<file path="src/rtl/seg_scan_decoder_pkg.sv">
// Shared definitions for the scanned 7-segment decoder: hex segment table,
// FSM states and the default stability count.
package seg_scan_decoder_pkg;

   localparam int unsigned STABLE_DEFAULT = 2;

   // Index is the hex value; bit0=a .. bit5=f, bit6=g.
   localparam logic [6:0] SEG_HEX [16] = '{
      7'b0111111, 7'b0000110, 7'b1011011, 7'b1001111,
      7'b1100110, 7'b1101101, 7'b1111101, 7'b0000111,
      7'b1111111, 7'b1100111, 7'b1110111, 7'b1111100,
      7'b0111001, 7'b1011110, 7'b1111001, 7'b1110001
   };

   typedef enum logic {
      SYNC    = 1'b0,
      COLLECT = 1'b1
   } state_t;

endpackage

</file>
<file path="src/rtl/seg_scan_decoder_seg7_to_hex.sv">
// Combinational inverse of the hex segment table; legal is low for any
// pattern that is not one of the 16 digit glyphs.
module seg7_to_hex
   import seg_scan_decoder_pkg::*;
(
   input  logic [6:0] seg,
   output logic       legal,
   output logic [3:0] nibble
);

   always_comb begin
      legal  = 1'b0;
      nibble = '0;
      for (int unsigned i = 0; i < 16; i++) begin
         if (seg == SEG_HEX[4'(i)]) begin
            legal  = 1'b1;
            nibble = 4'(i);
         end
      end
   end

endmodule

</file>
<file path="src/rtl/seg_scan_decoder.sv">
// Recovers a 16-bit value from a scanned four-digit 7-segment bus. Digits
// must arrive in order 0..3, each held stable for STABLE samples.
module seg_scan_decoder
   import seg_scan_decoder_pkg::*;
#(
   parameter int unsigned STABLE = STABLE_DEFAULT
) (
   input  logic        clk,
   input  logic        reset,
   input  logic [6:0]  seg,
   input  logic [3:0]  dig_en,
   output logic [15:0] value,
   output logic        valid,
   output logic        err
);

   localparam logic [3:0] STABLE_CNT = 4'(STABLE);

   logic [6:0]  seg_q;
   logic [3:0]  en_q;
   state_t      state;
   logic [1:0]  expected;
   logic [3:0]  cnt;
   logic [6:0]  last_seg;
   logic [3:0]  cur_en;
   logic        done;
   logic [11:0] shadow;

   logic        legal;
   logic [3:0]  nibble;
   logic        onehot;
   logic        multi;
   logic [1:0]  idx;
   logic        new_visit;
   logic        track;
   logic        visit_fail;
   logic        live;
   logic        fail;
   logic        accept;
   logic [3:0]  run;

   seg7_to_hex u_seg7_to_hex (
      .seg    (seg_q),
      .legal  (legal),
      .nibble (nibble)
   );

   // done marks the current visit as finished: accepted, ignored or aborted.
   always_comb begin
      onehot = 1'b0;
      idx    = '0;
      case (en_q)
         4'b0001: begin onehot = 1'b1; idx = 2'd0; end
         4'b0010: begin onehot = 1'b1; idx = 2'd1; end
         4'b0100: begin onehot = 1'b1; idx = 2'd2; end
         4'b1000: begin onehot = 1'b1; idx = 2'd3; end
         default: ;
      endcase
      multi      = !onehot && (en_q != '0);
      new_visit  = en_q != cur_en;
      track      = (state == SYNC) ? (idx == 2'd0) : (idx == expected);
      visit_fail = new_visit && (state == COLLECT) && (!done || !track);
      live       = onehot && !visit_fail && (new_visit ? track : !done);
      run        = (!new_visit && seg_q == last_seg) ? cnt + 4'd1 : 4'd1;
      fail       = multi || (onehot && visit_fail) || (live && !legal);
      accept     = live && legal && (run == STABLE_CNT);
   end

   always_ff @(posedge clk) begin
      if (reset) begin
         seg_q    <= '0;
         en_q     <= '0;
         state    <= SYNC;
         expected <= '0;
         cnt      <= '0;
         last_seg <= '0;
         cur_en   <= '0;
         done     <= 1'b0;
         shadow   <= '0;
         value    <= '0;
         valid    <= 1'b0;
         err      <= 1'b0;
      end else begin
         seg_q <= seg;
         en_q  <= dig_en;
         valid <= 1'b0;
         err   <= 1'b0;
         if (multi || onehot)
            cur_en <= en_q;
         // Error and completion share one branch chain so err always wins.
         if (fail) begin
            err      <= 1'b1;
            state    <= SYNC;
            expected <= '0;
            done     <= 1'b1;
            cnt      <= '0;
            shadow   <= '0;
         end else if (live) begin
            last_seg <= seg_q;
            cnt      <= run;
            done     <= accept;
            if (accept) begin
               if (state == SYNC) begin
                  shadow[3:0] <= nibble;
                  expected    <= 2'd1;
                  state       <= COLLECT;
               end else begin
                  case (expected)
                     2'd1: begin shadow[7:4]  <= nibble; expected <= 2'd2; end
                     2'd2: begin shadow[11:8] <= nibble; expected <= 2'd3; end
                     2'd3: begin
                        value    <= {nibble, shadow};
                        valid    <= 1'b1;
                        state    <= SYNC;
                        expected <= '0;
                     end
                     default: ;
                  endcase
               end
            end
         end else if (onehot && new_visit) begin
            done <= 1'b1;
         end
      end
   end

endmodule

</file>
<file path="config.mk">
export PLATFORM = sky130hd
export DESIGN_NAME = seg_scan_decoder
export DESIGN_NICKNAME = d
export VERILOG_FILES = /design/src/rtl/seg_scan_decoder_pkg.sv /design/src/rtl/seg_scan_decoder_seg7_to_hex.sv /design/src/rtl/seg_scan_decoder.sv
export SDC_FILE = /design/constraint.sdc
export NUM_CORES = 1
export LEC_CHECK = 0
export CAP_MARGIN = 20
export CORE_MARGIN = 2
export CORE_UTILIZATION = 30
export CTS_CLUSTER_DIAMETER = 60
export DETAILED_ROUTE_END_ITERATION = 12
export GPL_TIMING_DRIVEN = 0
export PLACE_DENSITY = 0.59
export SLEW_MARGIN = 20
export SYNTH_ARGS = -nofsm -noshare
export SYNTH_HDL_FRONTEND = slang
export SYNTH_HIERARCHICAL = 1
export SYNTH_SLANG_ARGS = --single-unit
</file>
<file path="constraint.sdc">
create_clock -name clk -period 2.4 [get_ports clk]
set_input_delay 0.36 -clock clk [delete_from_list [all_inputs] [get_ports clk]]
set_output_delay 0.36 -clock clk [all_outputs]
set_load 0.02 [all_outputs]
</file>
==> results.toml, run 1 <==
[sta]
fin_worst_skew_ns = 0.00553
worst-slew-pin-transition_ns = 0.790
clock.fmax_mhz = 435
final_min_period_over_clock_period_pct = 95.9
worst_slew_margin_rel_pct = 46.8
fin_tns_setup_ns = 0
hold_violations = 0
drv_slew = 0
period_minus_slack_ns = 2.30
finalSetupViolCount = 0

[setup_path]
rrSetupSlack_ns = 0.1
worst_ep_required_ns = 2.68
path_type_of_the_worst_setup_path = "reg -> reg"
cp_data_arrival_time_ns = 2.58
cp_max_fo = 7
setup.worst_path.end_class = "register"
startpoint_type = "register"

[yosys]
synth_top_area_share_pct = 41.1
synth.lib_cells_used.distinct = 58
syn_area_per_cell_um2 = 8.78
ys_top_cells_by_area = "sky130_fd_sc_hd__dfxtp_1, sky130_fd_sc_hd__nand2_1, sky130_fd_sc_hd__mux2i_1"
synth_top_family_by_area = "simple AND/OR/NAND/NOR gates"
synthArstFlopShare_pct = 0
synth_nets = 347
synth_warnings = 6
syn_inst = 333
post_synth_fa_ha_maj_area_fraction_pct = 0.428
yosysSeqAreaShare_pct = 41.1
synth.mux.area_fraction_pct = 6.20
synth_flop_cell = "sky130_fd_sc_hd__dfxtp_1"
synth_area_mm2 = 0.00293
synth_largest_area_cell = "sky130_fd_sc_hd__dfxtp_1"
synth_simple_gate_area_share_pct = 25.5
synth_compound_gate_area_share_pct = 16.3
synth_xor_area_share_pct = 4.79
postSynthRegisterBits = 60
edff_count_synth = 0

[finish]
nNetsFinal = 396
instances_no_fill = 520
fill_cells = 999
most-common-layout-cells = "sky130_fd_sc_hd__dfxtp_1, sky130_fd_sc_hd__nand2_1, sky130_fd_sc_hd__nor2_1"
final_common_cell = "sky130_fd_sc_hd__dfxtp_1"
synthToLayoutAreaGrowth_pct = 26.9
antenna-diode-count = 0
post_route_cells_drive_above_1_share_pct = 18.1

[floorplan]
starting_utilization_of_the_core_area_pct = 30.3
die_h_um = 103
ioPinCount = 31
core.rowCount = 36
floorplan.die_area_mm2 = 0.0106
die_w_um = 103
core_box_area_mm2 = 0.00964

[grt]
via_count_of_the_first_global_routing_pass = 2307
grt_antenna_before_repair = 0
pin_count_of_the_biggest_net_entering_global_routing = 12
grt_first_pass_wirelength_um = 10800
grtUsageTotal_pct = 13.1
global_route.overflow_total = 0

[pwr]
p_leak_nw = 1.37
pwr-share-comb_pct = 13.3
internal_power_w = 0.00156
power.sequential.fraction_pct = 49.0
power.share.clock_pct = 37.8
vdd_ir_drop_max_mv = 0.367
power-per-cell-area_mw_per_mm2 = 575
sw_frac_of_total_pct = 27.1
switchingPower_w = 0.000577

[cts]
cts.htree.levels = 3
worstSkewPairLatency_ns = 0.34
clock-sinks = 60
cts_made_buffers = 9
tritoncts = "done"
holdBufCountCts = 0
deepest_clock_path_buffer_count = 2
worst_setup_hold_path_clk_slew_ns = 0.07
cts.root.buffer_cell = "sky130_fd_sc_hd__clkbuf_8"

[detailed_routing]
post_drt_wl_per_cell_um = 12.4
drcViolationCount = 0
detail_route.wirelength_um = 6450
vias = 2523
drt_pre_antenna_iters = 4
detail_route.vias_per_cell = 4.85
drt_first_iter_violations = 95
drtAntennaViolNets = 0

[place]
hpwl_um = 4560
place.gp.congestion = 0.759
buffer_ports.inserted = 30
placed_cells_incl_taps = 496

[outcome]
status = "finished clean"

[hold_path]
worstHoldPathType = "reg -> reg"

[run]
drv_cap = 0
[worst max-delay path: stages, from the launching register on]
cell and delay [ns]:
sky130_fd_sc_hd__dfxtp_1 0.32, sky130_fd_sc_hd__buf_6 0.13, sky130_fd_sc_hd__inv_2 0.04, sky130_fd_sc_hd__or4_4 0.51
sky130_fd_sc_hd__a221oi_4 0.30, sky130_fd_sc_hd__buf_6 0.17, sky130_fd_sc_hd__o21ai_4 0.10, sky130_fd_sc_hd__or4_4 0.54
sky130_fd_sc_hd__a21oi_2 0.13
[final cells by class]
class	instances	area (µm²)	share of cell area (%)
Clock buffer	10	138	3.71
Buffer	17	129	3.47
Timing Repair Buffer	43	398	10.7
Inverter	6	22.5	0.606
Clock inverter	6	38.8	1.04
Multi-Input combinational cell	245	1610	43.4
Sequential cell	60	1210	32.6
Tap cell	133	166	4.48
[per-stage QoR]
| stage | area (µm²) | worst slack (ns) | total power [W] | utilization (%) | hold WS (ns) |
|---|---|---|---|---|---|
| 4_1_cts | 3630 | 0.00179 | 0.00213 | 37.6 | 0.455 |
| 6_report | 3710 | 0.0988 | 0.00213 | 38.5 | 0.450 |
| 3_3_place_gp | 3390 | -0.455 | 0.00130 | 35.2 | 0.443 |
| 3_5_place_dp | 3390 | -0.457 | 0.00131 | 35.2 | 0.445 |
| 2_1_floorplan | 2930 | 0.0321 | 0.00124 | - | 0.433 |
| 5_1_grt | 3710 | -0.0345 | 0.00224 | 38.5 | 0.475 |
[power groups by stage]
| stage | registers [W] | logic, W | clock network (W) |
|---|---|---|---|
| 2_1_floorplan | 0.00106 | 0.000180 | 0 |
| 3_3_place_gp | 0.00106 | 0.000243 | 0 |
| 3_5_place_dp | 0.00106 | 0.000246 | 0 |
| 5_1_grt | 0.00105 | 0.000307 | 0.000884 |
| 6_report | 0.00104 | 0.000284 | 0.000806 |
| 4_1_cts | 0.00104 | 0.000258 | 0.000832 |
[routing by layer]
| layer | track usage [%] | vias to the layer above | part of all wire [%] |
|---|---|---|---|
| met3 | 3.59 | 11 | 4.7 |
| met2 | 22.1 | 64 | 48 |
| met5 | 0 | - | 0 |
| met4 | 4.66 | 0 | 1.4 |
| li1 | - | 1268 | - |
| met1 | 16.1 | 1180 | 46 |
[synth_stat cells, drive strengths merged, types with 2 or more instances]
master	instances
o21ai	11
nand4b	2
xor2	2
o32ai	2
o211ai	5
nor2	33
nand3	6
clkbuf	7
o22ai	2
a211oi	2
nand2	47
or4	2
nand2b	5
dfxtp	60
or3	3
nor4	5
a21oi	29
a21o	3
nor2b	14
buf	15
xnor2	14
and3	4
nand4	8
mux2i	17
nor3	4
inv	6
and4	4
[worst paths after layout]
kind	start	end	depth (start not counted)
max	en_q[3]	cnt[3]	8
min	value[2]	value[2]	2
max reg2reg	en_q[3]	cnt[3]	8
min reg2reg	value[2]	value[2]	2
[logic make-up after synthesis]
logic type                 count (synthesis)
buffers and inverters                     28
muxes                                     18
DFF                                       60
and+or+nand+nor                          143
adders and majority gates                  1
xor gates and xnor gates                  16
AOI/OAI and AO/OA                         67
[registers in the layout, indices dropped and copies added (netlist names)]
register / flops
shadow: 12
value: 16
en_q: 4
last_seg: 7
state: 1
cur_en: 4
seg_q: 7
valid: 1
expected: 2
done: 1
cnt: 4
err: 1
[timing repair]
| item | CTS | global route |
|---|---|---|
| gates resized for setup | 10 | 10 |
| endpoints found under the setup margin | 32 | 24 |
| buffers inserted | 3 | 10 |
| pin swaps | 2 | 5 |
No activity file was read; power rests on OpenSTA's default activity.
==> run 2, diff against run 1 <==
--- a/config.mk
+++ b/config.mk
@@ -11,6 +11,7 @@
 export CTS_CLUSTER_DIAMETER = 60
 export DETAILED_ROUTE_END_ITERATION = 12
 export GPL_TIMING_DRIVEN = 0
+export MAX_ROUTING_LAYER = met4
 export PLACE_DENSITY = 0.59
 export SLEW_MARGIN = 20
 export SYNTH_ARGS = -nofsm -noshare
==> run 2 against run 1 <==
- clock power is essentially flat
- final cell count shrank 0.19%
- combinational power is essentially flat
- wire length grew 0.73%
- global-route usage grew 0.43 points
- sequential share of layout area grew 0.066 points
- highest routed layer unchanged
==> results.toml, run 2 (synthesis results as in run 1) <==
[run]
drv_cap = 0

[finish]
multi_input_comb_area_mm2 = 0.00161
antenna-diode-count = 0
layout_top_registers = "value x16, shadow x12"
register_area_mm2 = 0.00121
synthToLayoutAreaGrowth_pct = 26.7
nNetsFinal = 395
fill_cells = 999
regMostFlops = "value"
post_route_cells_drive_above_1_share_pct = 17.9
final_core_utilization_pct = 38.4
flip_flop_count_of_the_largest_register_after_layout = 16
most-common-layout-cells = "sky130_fd_sc_hd__dfxtp_1, sky130_fd_sc_hd__nand2_1, sky130_fd_sc_hd__nor2_1"
final_common_cell = "sky130_fd_sc_hd__dfxtp_1"

[floorplan]
ioPinCount = 31
core_box_area_mm2 = 0.00964
die_h_um = 103
core.rowCount = 36
starting_utilization_of_the_core_area_pct = 30.3
floorplan.die_area_mm2 = 0.0106
die_w_um = 103

[sta]
worst_slew_margin_rel_pct = 46.8
post-route-worst-setup-slack_ns = 0.0991
clock.fmax_mhz = 435
hold_ws_ns = 0.450
final_min_period_over_clock_period_pct = 95.9
hold_violations = 0
fin_worst_skew_ns = 0.00706
drv_slew = 0
period_minus_slack_ns = 2.30
worst-slew-pin-transition_ns = 0.790
finalSetupViolCount = 0

[cts]
deepest_clock_path_buffer_count = 2
cts_made_buffers = 9
cts.htree.levels = 3
clock-sinks = 60
cts.root.buffer_cell = "sky130_fd_sc_hd__clkbuf_8"
tritoncts = "done"
worstSkewPairLatency_ns = 0.34
worst_setup_hold_path_clk_slew_ns = 0.07

[setup_path]
worst_r2r_path_depth = 8
setup.worst_path.start = "en_q[3]"
setup.worst_path.end_class = "register"
worst_ep_required_ns = 2.68
timing.rr.end = "cnt[3]"
critPathCapture = "cnt[3]"
cp_data_arrival_time_ns = 2.58
rrSetupSlack_ns = 0.1
path_type_of_the_worst_setup_path = "reg -> reg"
startpoint_type = "register"
reg2reg_from = "en_q[3]"
cp_max_fo = 7

[detailed_routing]
vias = 2500
detail_route.vias_per_cell = 4.82
drt_pre_antenna_iters = 4
post_drt_wl_per_cell_um = 12.5
drcViolationCount = 0
drt_first_iter_violations = 96
detail_route.wirelength_um = 6500
drtAntennaViolNets = 0

[grt]
grt_antenna_before_repair = 0
grtUsageTotal_pct = 13.5
grt_first_pass_wirelength_um = 10800
pin_count_of_the_biggest_net_entering_global_routing = 12
via_count_of_the_first_global_routing_pass = 2312
global_route.overflow_total = 0

[place]
dp_slack_ns = -0.457
hpwl_um = 4560
buffer_ports.inserted = 30
place.gp.congestion = 0.769

[pwr]
vdd_ir_drop_max_mv = 0.367
power-per-cell-area_mw_per_mm2 = 577
p_leak_nw = 1.36

[hold_path]
worstHoldPathType = "reg -> reg"

[outcome]
status = "finished clean"
run 2: changes by cell type in the layout (fill, tap and decap cells not counted):
cell,change
sky130_fd_sc_hd__buf_4,-1
run 2: cell type report:
class,instances,share of cell area [%]
clock buffers,10,3.71
inverters,6,0.608
flip-flops and latches,60,32.7
clock inverters,6,1.05
multi-input cells,245,43.5
well taps,133,4.49
plain buffers,17,3.48
repair buffers,42,10.5
run 2: how the worst min path moves through the flow:
stage | startpoint | end | depth (start not counted)
after floorplan | shadow[0] | value[0] | 2
after global placement | value[0] | value[0] | 2
after detailed placement | value[2] | value[2] | 2
after CTS | value[2] | value[2] | 2
after global routing | value[15] | value[15] | 2
final | value[7] | value[7] | 2
run 2: timing repair:
| item | 4_1_cts | 5_1_grt |
|---|---|---|
| setup buffers | 3 | 9 |
| resized for setup | 10 | 10 |
| pin swaps | 2 | 5 |
| gates cloned | 0 | 0 |
| hold buffers | 0 | 0 |
| endpoints found under the setup margin | 32 | 24 |
| hold endpoints to repair | 0 | 0 |
run 2: metrics by stage:
stage / setup TNS (ns) / power (W) / cell area [µm²] / std cells
3_5_place_dp: -8.30 / 0.00131 / 3390 / 496
6_report: 0 / 0.00214 / 3710 / 519
5_1_grt: -0.315 / 0.00224 / 3710 / 519
2_1_floorplan: 0 / 0.00124 / 2930 / 333
3_3_place_gp: -8.35 / 0.00130 / 3390 / 496
4_1_cts: 0 / 0.00213 / 3630 / 514
run 2: per-layer routing:
layer | track usage (%) | wire [µm]
met5 | - | 0
met3 | 4.07 | 271
met4 | 4.05 | 88
met1 | 16.1 | 3030
met2 | 22.1 | 3110
run 2: where the power goes:
| group | leakage (nW) | total, W | switching (W) | internal (W) |
|---|---|---|---|---|
| registers | 0.490 | 0.00104 | 0.0000259 | 0.00102 |
| clock network | 0.0885 | 0.000807 | 0.000408 | 0.000400 |
| logic | 0.785 | 0.000285 | 0.000147 | 0.000138 |
run 2: worst max-delay path, cell delays in order (launching register included):
cell and delay, ns:
sky130_fd_sc_hd__dfxtp_1 0.32, sky130_fd_sc_hd__buf_6 0.13, sky130_fd_sc_hd__inv_2 0.04, sky130_fd_sc_hd__or4_4 0.51
sky130_fd_sc_hd__a221oi_4 0.30, sky130_fd_sc_hd__buf_6 0.17, sky130_fd_sc_hd__o21ai_4 0.10, sky130_fd_sc_hd__or4_4 0.54
sky130_fd_sc_hd__a21oi_2 0.13
==> run 3, diff against run 2 <==
--- a/config.mk
+++ b/config.mk
@@ -12,7 +12,7 @@
 export DETAILED_ROUTE_END_ITERATION = 12
 export GPL_TIMING_DRIVEN = 0
 export MAX_ROUTING_LAYER = met4
-export PLACE_DENSITY = 0.59
+export PLACE_DENSITY = 0.47
 export SLEW_MARGIN = 20
 export SYNTH_ARGS = -nofsm -noshare
 export SYNTH_HDL_FRONTEND = slang
==> constraint.sdc (replaced) <==
create_clock -name clk -period 2 [get_ports clk]
set_input_delay 0.3 -clock clk [delete_from_list [all_inputs] [get_ports clk]]
set_output_delay 0.3 -clock clk [all_outputs]
set_load 0.02 [all_outputs]
==> run 3 against run 2 <==
- the run now ends with negative setup slack left
- die area is the same
- power grew 39%
- clock-buffer cell count shrank 1
- wire length grew 23%
- final area grew 23%
- final cell count grew 9.8%
- global-route usage grew 3.0 points
- highest routed layer unchanged
==> results.toml, run 3 (synthesis results as in run 1) <==
[outcome]
status = "finished, violations left"
failed_checks = "negative setup slack"

[finish]
register_area_mm2 = 0.00122
fill_cells = 964
flip_flop_count_of_the_largest_register_after_layout = 16
antenna-diode-count = 0
synthToLayoutAreaGrowth_pct = 55.7
most-common-layout-cells = "sky130_fd_sc_hd__dfxtp_1, sky130_fd_sc_hd__buf_4, sky130_fd_sc_hd__clkdlybuf4s50_1"
post_route_cells_drive_above_1_share_pct = 41.2
final_common_cell = "sky130_fd_sc_hd__dfxtp_1"
layout_top_registers = "value x16, shadow x12"
nNetsFinal = 446
regMostFlops = "value"
multi_input_comb_area_mm2 = 0.00186

[pwr]
switchingPower_w = 0.000787
sw_frac_of_total_pct = 26.5
vdd_ir_drop_max_mv = 0.363
power-per-cell-area_mw_per_mm2 = 653
internal_power_w = 0.00219
p_total_w = 0.00297
p_leak_nw = 1.73
pwr-share-comb_pct = 16.6
power.sequential.fraction_pct = 41.9
power.share.clock_pct = 41.5

[detailed_routing]
drcViolationCount = 0
drt_first_iter_violations = 81
detailroute.wirelength.met2_um = 3940
detail_route.wirelength_um = 8020
drtAntennaViolNets = 0
post_drt_wl_per_cell_um = 14.1
vias = 2737
maxUsedRoutingLayer = "met4"
wl_met3_um = 249
detail_route.vias_per_cell = 4.80
met1Wirelength_um = 3740
drt_pre_antenna_iters = 4

[sta]
worst_slew_margin_rel_pct = 43.5
hold_ws_ns = 0.458
hold_violations = 0
final_min_period_over_clock_period_pct = 113
fin_worst_skew_ns = 0.0159
post-route-worst-setup-slack_ns = -0.255
rsz0062_at_grt = "true"
finalSetupViolCount = 44
clock.fmax_mhz = 443
period_minus_slack_ns = 2.25
drv_slew = 0
worst-slew-pin-transition_ns = 0.844

[cts]
deepest_clock_path_buffer_count = 2
cts.root.buffer_cell = "sky130_fd_sc_hd__clkbuf_8"
clock-sinks = 60
cts.htree.levels = 3
tritoncts = "done"
cts_made_buffers = 9
worstSkewPairLatency_ns = 0.34
worst_setup_hold_path_clk_slew_ns = 0.08

[floorplan]
die_h_um = 103
die_w_um = 103
core.rowCount = 36
ioPinCount = 31
starting_utilization_of_the_core_area_pct = 30.3
floorplan.die_area_mm2 = 0.0106
core_box_area_mm2 = 0.00964

[grt]
via_count_of_the_first_global_routing_pass = 2757
grtUsageTotal_pct = 16.5
pin_count_of_the_biggest_net_entering_global_routing = 13
global_route.overflow_total = 0
grt_antenna_before_repair = 0
grt_first_pass_wirelength_um = 13200

[setup_path]
startpoint_type = "register"
cp_slowest_cell = "sky130_fd_sc_hd__dfxtp_4"
worst_ep_required_ns = 2.20
cp_data_arrival_time_ns = 2.45
cp_max_fo = 6
cpMostUsedCell = "sky130_fd_sc_hd__buf_6"
path_type_of_the_worst_setup_path = "reg -> reg"
crit_path_cell_trace = "buf_6 -> nand4b_1 -> a211oi_4 -> nor3_2 -> nand4_1 -> and3_4 -> buf_6 -> nand4_1 -> buf_6 -> buf_8 -> nand2_2 -> a21oi_2"
setup.worst_path.end_class = "register"
max_stage_delay_ns = 0.36

[run]
drv_cap = 0

[place]
place.gp.congestion = 0.832
buffer_ports.inserted = 30
hpwl_um = 4870

[hold_path]
worstHoldPathType = "reg -> reg"
-- run 3: changes by cell type in the layout (fill, tap and decap cells not counted), sizes merged --
| cell | previous run | this run |
|---|---|---|
| buf | 24 | 76 |
| clkinvlp | 2 | 1 |
| clkbuf | 15 | 13 |
| bufinv | 0 | 2 |
-- run 3: timing repair --
item	in CTS	in global routing
hold buffers	0	0
gates resized for setup	71	43
setup buffers	48	13
pin swaps	34	24
gates cloned	3	0
endpoints found under the setup margin	44	45
-- run 3: path summary, 6_finish.rpt --
| path | start | to | slack [ns] | cells past startpoint |
|---|---|---|---|---|
| setup / recovery | seg_q[0] | value[1] | -0.25 | 12 |
| hold reg to reg | value[8] | value[8] | 0.46 | 2 |
| hold / removal | value[8] | value[8] | 0.46 | 2 |
| setup reg to reg | seg_q[0] | value[1] | -0.25 | 12 |
-- run 3: layout make-up --
cell class	instances	area share [%]
multi-input combinational	245	40.7
timing repair buffer	90	19.0
inverter	6	0.494
buffer	20	4.45
sequential	60	26.8
clock inverter	7	2.17
tap	133	3.65
clock buffer	9	2.72
-- run 3: critical path, delay by kind of cell, from the launching register on --
family / cells / cell delay, ns
AND/OR/NAND/NOR: 6 / 0.89
AO/OA/AOI/OAI: 2 / 0.33
flip-flops: 1 / 0.36
buffers and inverters: 4 / 0.52
-- run 3: layer usage --
layer / track usage (%) / up-vias
met3: 3.80 / 8
li1: - / 1369
met5: - / -
met2: 26.7 / 45
met1: 20.5 / 1315
met4: 5.16 / 0
-- run 3: power groups by stage --
stage	clock network, W	logic, W	registers, W
after CTS	0.00127	0.000440	0.00124
after floorplan	0	0.000227	0.00127
after global routing	0.00132	0.000534	0.00125
final	0.00123	0.000495	0.00124
after detailed placement	0	0.000313	0.00128
after global placement	0	0.000311	0.00128
-- run 3: through the flow --
stage	setup WS, ns	cells	TNS (ns)	cell area (µm²)	util, %
3_3_place_gp	-0.674	496	-19.84	3460	35.9
5_1_grt	-0.405	570	-14.44	4560	47.3
4_1_cts	-0.283	563	-9.18	4330	44.9
3_5_place_dp	-0.690	496	-20.32	3460	35.9
6_report	-0.255	570	-9.58	4560	47.3
2_1_floorplan	-0.205	333	-4.70	3000	-
